### config.mk
export PLATFORM = sky130hd
export DESIGN_NAME = rf_wport_arbiter
export DESIGN_NICKNAME = d
export VERILOG_FILES = /design/src/rtl/pipe_pkg.sv /design/src/rtl/rf_wport_arbiter_rr_pick.sv /design/src/rtl/rf_wport_arbiter.sv
export SDC_FILE = /design/constraint.sdc
export NUM_CORES = 1
export LEC_CHECK = 0
export ABC_AREA = 1
export CAP_MARGIN = 30
export CORE_MARGIN = 8
export CORE_UTILIZATION = 39
export DETAILED_ROUTE_END_ITERATION = 10
export PLACE_DENSITY = 0.87
export SLEW_MARGIN = 20
export SYNTH_ARGS = -nofsm -noshare
export SYNTH_HDL_FRONTEND = slang
export SYNTH_HIERARCHICAL = 1
export SYNTH_SLANG_ARGS = --single-unit
### constraint.sdc
create_clock -name clk -period 1.99 [get_ports clk]
set_clock_uncertainty 0.05 [all_clocks]
set_input_delay 0.597 -clock clk [delete_from_list [all_inputs] [get_ports clk]]
set_output_delay 0.597 -clock clk [all_outputs]
set_load 0.05 [all_outputs]
### src/rtl/pipe_pkg.sv
// Write-back bus layout shared by the WB stage and the register-file write-port arbiter.
// A write-back slice is {data, addr, we}, with we in bit 0.
package pipe_pkg;

    localparam int unsigned WB_DATA_W = 32;
    localparam int unsigned WB_ADDR_W = 5;

    localparam int unsigned WE_BIT    = 0;
    localparam int unsigned ADDR_LSB  = 1;
    localparam int unsigned DATA_LSB  = WB_ADDR_W + 1;
    localparam int unsigned WB_BUS_W  = WB_DATA_W + WB_ADDR_W + 1;

    function automatic int unsigned wb_bus_w(input int unsigned dw, input int unsigned aw);
        return dw + aw + 1;
    endfunction

    function automatic int unsigned data_lsb(input int unsigned aw);
        return aw + 1;
    endfunction

endpackage

### src/rtl/rf_wport_arbiter_rr_pick.sv
// Combinational round-robin picker: the first set request at or after ptr, wrapping.
// Also intended for use by the memory-port arbiter.
module rr_pick #(
    parameter int unsigned N  = 2,
    parameter int unsigned SW = $clog2(N)
) (
    input  logic [N-1:0]  req,
    input  logic [SW-1:0] ptr,
    output logic [N-1:0]  grant,
    output logic [SW-1:0] idx,
    output logic          any
);

    logic [2*N-1:0] dbl;
    logic [2*N-1:0] masked;

    // The lower copy is masked below ptr and the upper copy is left whole, so a
    // lowest-index search over 2N bits wraps without any modulo logic.
    always_comb begin
        dbl    = {req, req};
        masked = '0;
        for (int unsigned b = 0; b < 2 * N; b++) begin
            masked[b] = dbl[b] && ((b >= N) || (b >= 32'(ptr)));
        end
    end

    always_comb begin
        grant = '0;
        idx   = '0;
        any   = 1'b0;
        for (int unsigned b = 0; b < 2 * N; b++) begin
            if (masked[b] && !any) begin
                any            = 1'b1;
                idx            = SW'(b % N);
                grant[b % N]   = 1'b1;
            end
        end
    end

endmodule

### src/rtl/rf_wport_arbiter.sv
// Round-robin arbiter that shares the register-file write port among NUM_REQ
// write-back sources through a one-entry output register.
module rf_wport_arbiter
    import pipe_pkg::*;
#(
    parameter int unsigned  NUM_REQ    = 2,
    parameter int unsigned  ADDR_WIDTH = 5,
    parameter int unsigned  DATA_WIDTH = 32,
    parameter bit           DROP_X0    = 1'b1,
    localparam int unsigned SRC_W      = $clog2(NUM_REQ),
    localparam int unsigned BUS_W      = DATA_WIDTH + ADDR_WIDTH + 1
) (
    input  logic                     clk,
    input  logic                     rst,
    input  logic [NUM_REQ*BUS_W-1:0] req_bus,
    input  logic [NUM_REQ-1:0]       req_valid,
    output logic [NUM_REQ-1:0]       req_ready,
    output logic [BUS_W-1:0]         rf_bus,
    output logic                     rf_valid,
    input  logic                     rf_ready,
    output logic [SRC_W-1:0]         rf_src,
    output logic                     rf_commit
);

    logic               out_valid_q, out_valid_d;
    logic [BUS_W-1:0]   rf_bus_q, rf_bus_d;
    logic [SRC_W-1:0]   rf_src_q, rf_src_d;
    logic [SRC_W-1:0]   rr_ptr_q, rr_ptr_d;

    logic [NUM_REQ-1:0] grant;
    logic [SRC_W-1:0]   g_idx;
    logic               g_any;
    logic               slot_free;
    logic               accept;
    logic               keep;
    logic [BUS_W-1:0]   g_slice;

    rr_pick #(
        .N  (NUM_REQ),
        .SW (SRC_W)
    ) u_pick (
        .req   (req_valid),
        .ptr   (rr_ptr_q),
        .grant (grant),
        .idx   (g_idx),
        .any   (g_any)
    );

    // Gating with rst keeps req_ready low for the whole reset, not just after the next edge.
    always_comb begin
        slot_free = ~out_valid_q | rf_ready;
        req_ready = (rst && slot_free) ? grant : '0;
        accept    = rst & slot_free & g_any;
        g_slice   = req_bus[int'(g_idx) * BUS_W +: BUS_W];
        keep      = !(DROP_X0 && (!g_slice[WE_BIT] || (g_slice[ADDR_LSB +: ADDR_WIDTH] == '0)));
    end

    always_comb begin
        out_valid_d = out_valid_q;
        rf_bus_d    = rf_bus_q;
        rf_src_d    = rf_src_q;
        rr_ptr_d    = rr_ptr_q;
        if (accept) begin
            rf_bus_d    = g_slice;
            rf_src_d    = g_idx;
            rr_ptr_d    = (32'(g_idx) == NUM_REQ - 1) ? '0 : g_idx + SRC_W'(1);
            out_valid_d = keep;
        end else if (out_valid_q && rf_ready) begin
            out_valid_d = 1'b0;
        end
    end

    always_ff @(posedge clk or negedge rst) begin
        if (!rst) begin
            out_valid_q <= 1'b0;
            rf_bus_q    <= '0;
            rf_src_q    <= '0;
            rr_ptr_q    <= '0;
        end else begin
            out_valid_q <= out_valid_d;
            rf_bus_q    <= rf_bus_d;
            rf_src_q    <= rf_src_d;
            rr_ptr_q    <= rr_ptr_d;
        end
    end

    always_comb begin
        rf_bus    = rf_bus_q;
        rf_valid  = out_valid_q;
        rf_src    = rf_src_q;
        rf_commit = out_valid_q & rf_ready;
    end

endmodule

# Yosys cells after proc, flatten, opt, wreduce, memory -nomap -nowiden
# Index checks and enable logic that the tools add are counted.
[classes]
n_addsub = 1
mul = 1
n_lt_le_gt_ge = 1
n_shift = 1
mux = 13
bitwise = 5
reduce_logical = 14
[ops]
columns = ["operator", "n"]
rows = [
  ["variable part select 76 x 8 -> 38 bit", 1],
  ["2-to-1 mux 1 bit", 12],
  ["logical AND 1 bit", 6],
  ["multiplier 1 x 5 -> 6 bit (second input constant)", 1],
  ["logical NOT 1 bit", 5],
  ["logical NOT 5 bit", 1],
  ["bitwise AND 1 bit", 3],
  ["2-to-1 mux 2 bit", 1],
  ["nonzero test 2 bit", 1],
  ["adder 1 bit (second input constant)", 1],
  ["greater-or-equal comparator 1 bit (first input constant)", 1],
  ["logical OR 1 bit", 1],
  ["inverter 1 bit", 1],
  ["bitwise OR 1 bit", 1],
]
[totals]
reg_bits = 41
in_bits = 81
out_inout_bits = 43
word_cells = 40

# Longest topological paths before layout
# Gate-level depths: netlist (run 1).
[logic_depth]
word_depth = 18
ltp_mapped = 10
ltp_nobuf = 9

# By module
# Netlist (run 1), hierarchy kept.
[by_module_without_submodules]
columns = ["module", "instances", "cells_per_inst", "area_each_um2", "seq_area_each_um2"]
rows = [
  ["rf_wport_arbiter", 1, 237, 1940.6, 1026.0],
  ["rr_pick", 1, 7, 30.0, 0.0],
]

# Worst setup path after synthesis (run 1)
# OpenSTA, ideal clock, no wires.
[synth_timing]
path_type = "reg-to-output"
start = "register out_valid_q, in the netlist rf_valid"
end = "output req_ready[0]"
arrival_time_ps = 1477
t_required_ps = 1343
setup_slack_ps = -134
path_stages_with_launch = 4
path_buffers = 0
cell_sequence = "dfrtp_1 -> nand2_2 -> nand2_1 -> nor2_1"
[synth_via]
elab_chain_len = 4
[synth_lines]
columns = ["element", "line", "rtl"]
rows = [
  ["start, declared", "rf_wport_arbiter.sv:25", "logic out_valid_q, out_valid_d;"],
  ["start signal, assigned", "rf_wport_arbiter.sv:80", "out_valid_q <= out_valid_d;"],
  ["inverter 1 bit", "rf_wport_arbiter.sv:51", "slot_free = ~out_valid_q | rf_ready;"],
  ["bitwise OR 1 bit", "rf_wport_arbiter.sv:51", ""],
  ["logical AND 1 bit", "rf_wport_arbiter.sv:52", "req_ready = (rst && slot_free) ? grant : '0;"],
  ["2-to-1 mux 2 bit", "rf_wport_arbiter.sv:52", ""],
  ["end, declared", "rf_wport_arbiter.sv:17", "output logic [NUM_REQ-1:0] req_ready,"],
]
# Every way passes these cells.

# Worst setup path after layout (run 1)
[layout_timing]
start = "input req_valid[1]"
end = "output req_ready[1]"
[layout_via]
elab_chain_len = 9
elab_cells_between_ends = 10
cone_classes = "mux (5); reduce/logical (5)"
[layout_lines]
columns = ["element", "line", "rtl"]
rows = [
  ["start, declared", "rf_wport_arbiter.sv:16", "input logic [NUM_REQ-1:0] req_valid,"],
  ["logical AND 1 bit", "rf_wport_arbiter_rr_pick.sv:32", "if (masked[b] && !any) begin"],
  ["2-to-1 mux 1 bit", "rf_wport_arbiter_rr_pick.sv:32", ""],
  ["logical NOT 1 bit", "rf_wport_arbiter_rr_pick.sv:32", ""],
  ["logical AND 1 bit", "rf_wport_arbiter_rr_pick.sv:32", ""],
  ["2-to-1 mux 1 bit", "rf_wport_arbiter_rr_pick.sv:32", ""],
  ["logical NOT 1 bit", "rf_wport_arbiter_rr_pick.sv:32", ""],
  ["logical AND 1 bit", "rf_wport_arbiter_rr_pick.sv:32", ""],
  ["2-to-1 mux 1 bit (*)", "rf_wport_arbiter_rr_pick.sv:32", ""],
  ["net grant[1]", "rf_wport_arbiter.sv:30", "logic [NUM_REQ-1:0] grant;"],
  ["2-to-1 mux 2 bit (*)", "rf_wport_arbiter.sv:52", ""],
]
# Mark *: on every way through the listed nets, which the timed path passes. The rest lies on a longest branch.

==> flow_metrics.py, run 1 <==
metrics = {
    "cells_and_area": {
        "synthToLayoutAreaGrowth_pct": 67.9,
        "fin_nets": 456,
        "antenna_cells_inserted": 0,
        "drive_gt1_frac": 0.210,
        "utilization": 0.665,
    },
    "clock_tree": {
        "cts_hold_buf": 0,
        "cts_max_level": 2,
        "clock_sinks": 41,
        "cts.path.max_buffers": 2,
        "clock-root-buffer": "clkbuf_8",
        "postCtsSetupBuffers": 0,
        "path_clk_slew_ns": 0.08,
        "numCtsBuffers": 5,
        "clk_latency_ns": 0.28,
        "cts_tree": "yes",
    },
    "synthesis": {
        "yosysSeqAreaShare": 0.521,
        "yosysTopAreaCellShare": 0.521,
        "avgSynthCellArea_sq_um": 8.08,
        "synth_cells": 244,
        "synth.cells.most_frequent": "nand2_1 (130), dfrtp_1 (41), nand3_1 (33), buf_6 (11), inv_1 (8)",
        "yosys_warnings": 6,
        "synth-edff-count": 0,
        "synth.net_count": 325,
        "post-synth-top-count-cell": "nand2_1",
        "synth_cell_type_count": 17,
        "syn_area_sq_um": 1970,
        "synth_top_area_cell": "dfrtp_1",
        "ys_top_cells_by_area": "dfrtp_1 (52%), nand2_1 (25%), nand3_1 (8.4%)",
        "async_flop_share": 1.00,
        "ys.flop_type": "dfrtp_1",
        "postSynthRegisterBits": 41,
    },
    "critical_path": {
        "cp-startpoint": "req_valid[1]",
        "r2r-end": "rf_bus[29]",
        "critPathRequiredTime_ns": 1.34,
        "critPathLaunchType": "primary input",
        "r2r_slack_ns": 0.36,
        "cp-end-kind": "output pin",
        "crit_end": "req_ready[1]",
        "critical_path_class": "primary input to output pin",
        "ff2ff_path_depth": 6,
        "cp_data_arrival_time_ns": 1.32,
        "cp_max_fo": 3,
        "timing.rr.start": "rr_ptr_q",
    },
    "drt": {
        "drt_iter0_drc": 59,
        "drc": 0,
        "route.detailed.wl_per_inst_um": 14.1,
        "drt_wl_total_um": 6270,
        "via_per_inst": 4.57,
        "firstDrtPassIters": 4,
        "num_vias": 2036,
        "postRouteAntennaNets": 0,
    },
    "global_routing": {
        "antenna_found_initial": 0,
        "grt_max_degree": 42,
        "grt_first_pass_wirelength_um": 9940,
        "grt_overflow": 0,
        "grt_pass1_vias": 2049,
        "grt_usage": 0.165,
    },
    "outcome": {
        "status": "finished, final reports clean",
    },
    "power": {
        "p_per_area_nw_per_um2": 917,
        "leakagePower_nw": 1.61,
        "p_total_mw": 3.03,
        "ir_drop_uv": 441,
    },
    "timing": {
        "clock.fmax_mhz": 510,
        "tightestPinTransition_ns": 0.692,
        "slew_viol_final": 0,
        "rsz0062_at_grt": "no",
        "hold_violations": 0,
        "post-route-min-period_ns": 1.96,
        "max_slew_margin": 0.537,
        "period_share": 0.986,
        "setup_viol": 0,
    },
    "placement": {
        "dp_hpwl_um": 4880,
        "port_buffers": 123,
        "gp_congestion": 0.770,
    },
    "floorplan": {
        "core_sq_um": 4980,
        "die_h_um": 87.1,
        "fp.dieW_um": 87.1,
        "die_area_sq_um": 7580,
        "pin_count": 124,
        "initial_core_util": 0.396,
        "num_rows": 26,
    },
    "hold_path": {
        "holdPathStages": 2,
        "hold_class": "register to register",
    },
    "run": {
        "drv_cap": 0,
    },
}
==> sequential cells by signal, summed over array words and instances, names as in the netlist <==
name      flops
rf_bus       38
rf_src        1
rf_valid      1
rr_ptr_q      1
==> what timing repair did <==
| item | 4_1_cts | 5_1_grt |
|---|---|---|
| gates cloned | 0 | 0 |
| endpoints found under the hold margin | 0 | 0 |
| endpoints found under the setup margin | 9 | 2 |
| pin swaps | 2 | 1 |
| resized for setup | 10 | 6 |
==> per-layer routing <==
layer  global-route usage  wire length [um]
met5                    0                 0
met4               0.0423                67
met3               0.0651               615
met2                0.287              3120
met1                0.183              2470
==> critical path, cell delays in order <==
cell and delay (ns):
clkdlybuf4s15_1 0.21, inv_2 0.05, a21oi_1 0.13, inv_1 0.09
nor2_4 0.10, buf_12 0.14
==> power breakdown <==
part | internal [mW] | leakage, nW | switching, mW
clock network | 0.243 | 0.0450 | 0.272
logic | 0.503 | 1.06 | 0.919
registers | 0.997 | 0.507 | 0.0982
total | 1.74 | 1.61 | 1.29
==> stage by stage <==
step	cell area [sq um]	cells	worst slack, ns	TNS, ns	hold slack (ns)
after CTS	3310	446	0.0227	0	0.438
after detailed placement	3210	438	-0.319	-10.69	0.417
after global placement	3210	438	-0.303	-9.96	0.416
after global routing	3310	446	0.00226	0	0.459
after floorplan	1970	244	-0.134	-0.269	0.251
final	3310	446	0.0276	0	0.435
==> cells by family (layout without fill, tap and decap cells) <==
family | count (synthesis) | in the layout | synth area share
flops | 41 | 41 | 0.521
compound gates | 9 | 9 | 0.0279
simple gates | 173 | 173 | 0.368
buf+inv | 21 | 153 | 0.0838
==> worst min path at each step <==
stage              start  slack, ns        end
2_1_floorplan        rst       0.25  rf_bus[0]
3_3_place_gp   rf_bus[3]       0.42  rf_bus[3]
3_5_place_dp   rf_bus[3]       0.42  rf_bus[3]
4_1_cts        rf_bus[3]       0.44  rf_bus[3]
5_1_grt        rf_bus[3]       0.46  rf_bus[3]
6_report       rf_bus[3]       0.44  rf_bus[3]
==> layout by cell type, fill, tap and decap left out, drive strengths merged <==
cell	instances
a21boi	1
a21oi	3
buf	57
clkbuf	7
clkdlybuf4s15	1
clkdlybuf4s50	76
clkinv	2
dfrtp	41
dlygate4sd2	1
inv	9
nand2	131
nand3	34
nor2	7
o21ai	5
or2	1
==> area by class of cell <==
| class | instances | area [sq um] |
|---|---|---|
| sequential | 41 | 1030 |
| fill | 431 | 1670 |
| clock inverter | 2 | 10.0 |
| inverter | 9 | 33.8 |
| timing repair buffer | 136 | 1270 |
| tap | 70 | 87.6 |
| multi-input combinational | 182 | 806 |
| clock buffer | 6 | 72.6 |
No activity file was read; power rests on OpenSTA's default activity.
==> run 2, diff against run 1 <==
CORE_MARGIN = 4   (was 8)
SLEW_MARGIN = 5   (was 20)
==> run 2 against run 1 <==
Register-to-register slack worse by 0.07 ns. Power is 6.0% higher. Die area is 18% lower. Count of clock-buffer cells in the layout is 1 higher. Flip-flop and latch count stayed put. Non-clock buffer count is 3 higher. First-iteration DRC count is 1.7% lower. Global-route usage is 2.8 points higher.
==> flow_metrics.py, run 2 (same netlist as run 1, synthesis figures left out) <==
metrics = {
    "clock_tree": {
        "postCtsSetupBuffers": 0,
        "numCtsBuffers": 5,
        "path_clk_slew_ns": 0.07,
        "clock-root-buffer": "clkbuf_8",
        "cts_tree": "yes",
        "clk_latency_ns": 0.28,
        "cts_hold_buf": 0,
        "cts.path.max_buffers": 2,
        "cts_max_level": 2,
        "clock_sinks": 41,
    },
    "drt": {
        "firstDrtPassIters": 4,
        "drt_iter0_drc": 58,
        "drt_wl_total_um": 6290,
        "route.detailed.wl_per_inst_um": 14.1,
        "drc": 0,
        "num_vias": 2083,
        "via_per_inst": 4.66,
        "postRouteAntennaNets": 0,
    },
    "global_routing": {
        "antenna_found_initial": 0,
        "grt_first_pass_wirelength_um": 9470,
        "grt_pass1_vias": 2067,
        "grtUsageMet3": 0.0544,
        "grt_usage": 0.193,
        "grt_max_degree": 42,
        "grt_util_met2": 0.352,
        "grt_overflow": 0,
        "grt_busiest_layer": "met2",
        "use_met1": 0.223,
    },
    "placement": {
        "gp_congestion": 0.823,
        "dp_hpwl_um": 4650,
        "postPlaceCellArea_sq_um": 3210,
        "port_buffers": 123,
        "pre_cts_ws_ns": -0.390,
    },
    "run": {
        "drv_cap": 0,
    },
    "floorplan": {
        "die_h_um": 79.1,
        "fp.dieW_um": 79.1,
        "pin_count": 124,
        "num_rows": 25,
        "core_sq_um": 4820,
        "die_area_sq_um": 6250,
        "initial_core_util": 0.409,
    },
    "timing": {
        "post-route-min-period_ns": 1.90,
        "finalWorstSetupSlack_ns": 0.0862,
        "setup_viol": 0,
        "clock.fmax_mhz": 525,
        "tightestPinTransition_ns": 0.752,
        "hold_violations": 0,
        "max_slew_margin": 0.498,
        "period_share": 0.957,
        "rsz0062_at_grt": "no",
        "hold_slack_ns": 0.430,
        "slew_viol_final": 0,
    },
    "cells_and_area": {
        "largest_reg_flops": 38,
        "antenna_cells_inserted": 0,
        "utilization": 0.695,
        "fin_nets": 460,
        "fin_area_sq_um": 3350,
        "final_cell_mix": "nand2_1 (129), clkdlybuf4s50_1 (76), buf_4 (55)",
        "final_common_cell": "nand2_1",
        "synthToLayoutAreaGrowth_pct": 69.8,
        "drive_gt1_frac": 0.213,
    },
    "critical_path": {
        "critPathBufInv": 3,
        "cpMaxStageDelayCell": "clkdlybuf4s15_1",
        "cp_max_fo": 2,
        "critPathTopFamily": "buffers and inverters",
        "slowest_delay_ns": 0.19,
        "cp-startpoint": "rf_ready",
        "critical_path_class": "primary input to output pin",
        "cp-end-kind": "output pin",
        "crit_chain": "clkdlybuf4s15_1 > inv_1 > nand2_2 > nand2_4 > nor2_4 > buf_12",
        "r2r_slack_ns": 0.29,
        "critPathRequiredTime_ns": 1.34,
        "critPathLaunchType": "primary input",
        "cp_data_arrival_time_ns": 1.26,
        "timing.rr.start": "rf_valid",
    },
    "power": {
        "p_per_area_nw_per_um2": 960,
        "ir_drop_uv": 444,
        "p_total_mw": 3.21,
        "leakagePower_nw": 1.64,
    },
    "outcome": {
        "status": "finished, final reports clean",
    },
    "hold_path": {
        "hold_class": "primary input to asynchronous set/reset pin",
    },
}
run 2: cell count changes in the layout (fill, tap and decap cells not counted), sizes merged:
cell / delta
buf: +3
clkbuf: +2
clkinv: -2
bufinv: +1
nor2: +1
dlygate4sd2: -1
run 2: layer usage:
metal | vias to the layer above | part of all wire
met5 | - | 0
met1 | 945 | 0.39
met4 | 0 | 0.013
met3 | 12 | 0.072
li1 | 1033 | -
met2 | 93 | 0.53
run 2: metrics by stage:
| step | std cells | TNS (ns) |
|---|---|---|
| after CTS | 446 | 0 |
| after global placement | 438 | -10.09 |
| after global routing | 447 | 0 |
| final | 447 | 0 |
| after floorplan | 244 | -0.269 |
| after detailed placement | 438 | -12.70 |
run 2: area by class of cell:
type | instances | area, sq um
timing repair buffer | 139 | 1280
clock buffer | 7 | 86.3
tap | 67 | 83.8
clock inverter | 1 | 30.0
sequential | 41 | 1030
inverter | 9 | 33.8
fill | 398 | 1470
multi-input combinational | 183 | 808
run 2: worst paths after layout:
path                                end  cells past startpoint
setup / recovery           req_ready[1]                      6
hold / removal                 rf_valid                      2
setup reg to reg             rf_bus[29]                      6
hold reg to reg               rf_bus[2]                      2
max in group asynchronous    rf_bus[13]                      2
min in group clk              rf_bus[2]                      2
run 2: where the power goes:
part / switching [mW] / internal, mW / leakage (nW)
logic: 0.928 / 0.508 / 1.08
registers: 0.0994 / 0.997 / 0.507
clock network: 0.272 / 0.409 / 0.0585
run 2: what timing repair did:
| item | CTS | global route |
|---|---|---|
| endpoints found under the setup margin | 35 | 3 |
| gates cloned | 0 | 1 |
| pin swaps | 2 | 4 |
| gates resized for setup | 10 | 5 |
==> run 3, diff against run 2 <==
CORE_MARGIN = 1   (was 4)
CORE_UTILIZATION = 55   (was 39)
DONT_BUFFER_PORTS = 1   (was default)
PLACE_DENSITY = 0.72   (was 0.87)
==> run 3 against run 2 <==
Worst setup slack got worse by 0.015 ns. Flip-flop and latch count unchanged. Sequential power rose by 53%. Power fell by 24%. Highest routed layer unchanged. Largest cell class is now registers. Wire length decreased by 36%. Critical path type is now register to output pin.
==> flow_metrics.py, run 3 (same netlist as run 1, synthesis figures left out) <==
metrics = {
    "timing": {
        "hold_violations": 0,
        "tightestPinTransition_ns": 0.693,
        "setup_viol": 0,
        "slew_viol_final": 0,
        "period_share": 0.964,
        "max_slew_margin": 0.537,
        "post-route-min-period_ns": 1.92,
        "clock.fmax_mhz": 521,
    },
    "drt": {
        "postRouteAntennaNets": 0,
        "via_per_inst": 5.34,
        "drt_iter0_drc": 99,
        "drt_wl_total_um": 4010,
        "firstDrtPassIters": 4,
        "route.detailed.wl_per_inst_um": 13.7,
        "drc": 0,
        "num_vias": 1569,
    },
    "clock_tree": {
        "path_clk_slew_ns": 0.11,
        "numCtsBuffers": 5,
        "clock-root-buffer": "clkbuf_4",
        "cts.path.max_buffers": 2,
        "clk_latency_ns": 0.33,
        "cts_max_level": 2,
        "clock_sinks": 41,
        "cts_tree": "yes",
    },
    "critical_path": {
        "crit_chain": "nand2_2 > nand2_1 > nor2_1 > buf_4",
        "slowest_delay_ns": 0.41,
        "cp_max_fo": 3,
        "critPathLaunchType": "register",
        "cp-startpoint": "rf_valid",
        "cp_data_arrival_time_ns": 1.27,
        "cpMaxStageDelayCell": "dfrtp_1",
        "cp-end-kind": "output pin",
        "timing.rr.start": "rr_ptr_q",
        "critPathTopFamily": "flip-flops",
        "critPathRequiredTime_ns": 1.34,
        "critPathBufInv": 1,
        "r2r_slack_ns": 0.33,
        "critical_path_class": "register to output pin",
    },
    "outcome": {
        "status": "finished, final reports clean",
    },
    "floorplan": {
        "initial_core_util": 0.581,
        "num_rows": 21,
        "core_sq_um": 3390,
        "pin_count": 124,
        "die_area_sq_um": 3830,
        "die_h_um": 61.9,
        "fp.dieW_um": 61.9,
    },
    "power": {
        "ir_drop_uv": 607,
        "leakagePower_nw": 1.04,
        "p_per_area_nw_per_um2": 1190,
    },
    "cells_and_area": {
        "synthToLayoutAreaGrowth_pct": 4.06,
        "fin_area_sq_um": 2050,
        "largest_reg_flops": 38,
        "fin_cells": 294,
        "antenna_cells_inserted": 0,
        "drive_gt1_frac": 0.0927,
        "final_cell_mix": "nand2_1 (130), dfrtp_1 (41), nand3_1 (33)",
        "final_common_cell": "nand2_1",
        "fin_nets": 329,
    },
    "placement": {
        "dp_hpwl_um": 2820,
        "dp.cells": 286,
        "gp_congestion": 0.749,
        "port_buffers": 0,
        "postPlaceCellArea_sq_um": 1970,
    },
    "run": {
        "drv_cap": 0,
    },
    "global_routing": {
        "grt_first_pass_wirelength_um": 5500,
        "grt_overflow": 0,
        "grt_max_degree": 42,
        "antenna_found_initial": 0,
        "grt_usage": 0.202,
        "grt_pass1_vias": 1295,
    },
    "hold_path": {
        "hold_class": "primary input to asynchronous set/reset pin",
    },
}
run 3: cell count changes in the layout (fill, tap and decap cells not counted), moves of 2 or more:
cell | before | now
clkdlybuf4s50_1 | 76 | 0
buf_4 | 55 | 6
clkbuf_4 | 0 | 5
clkbuf_8 | 6 | 1
buf_12 | 4 | 2
clkbuf_2 | 2 | 0
nor2_4 | 4 | 2
run 3: stage by stage:
step                worst slack [ns]  utilization  TNS [ns]  power [mW]  hold slack (ns)
finish                        0.0712        0.605         0        2.45           0.0344
global route                 -0.0235        0.605   -0.0235        2.58           0.0352
CTS                           0.0522        0.603         0        2.47           0.0330
detailed placement             0.145        0.581         0        2.04            0.253
global placement               0.185        0.581         0        2.03            0.253
floorplan                     -0.134            -    -0.269        1.97            0.251
run 3: metal layers:
layer	vias up	track usage	part of all wire
li1	768	-	-
met1	716	0.227	0.40
met2	79	0.344	0.49
met3	6	0.0600	0.092
met4	0	0.111	0.014
met5	-	0	0
run 3: cell type report:
class | instances | area [sq um]
tap | 46 | 57.6
multi-input combinational | 182 | 782
inverter | 9 | 33.8
fill | 297 | 1340
clock buffer | 7 | 55.1
sequential | 41 | 1030
timing repair buffer | 9 | 96.3
run 3: path summary, 6_finish.rpt:
path,depth (start not counted),to
worst max register to register,6,rf_bus[21]
max in group asynchronous,1,rf_bus[3]
worst min register to register,2,rr_ptr_q
worst min-delay path,1,rf_bus[19]
min in group clk,2,rf_bus[6]
worst max-delay path,4,req_ready[0]
run 3: repair_timing:
| item | CTS | global route |
|---|---|---|
| setup endpoints to repair | 0 | 1 |
| endpoints found under the hold margin | 41 | 0 |
| setup buffers | 0 | 0 |
| hold buffers | 1 | 0 |
| gates resized for setup | 0 | 2 |
run 3: report_power, final:
group	leakage (nW)	switching, mW	internal [mW]
sequential	0.507	0.691	0.986
clock	0.0314	0.242	0.167
combinational	0.504	0.224	0.138
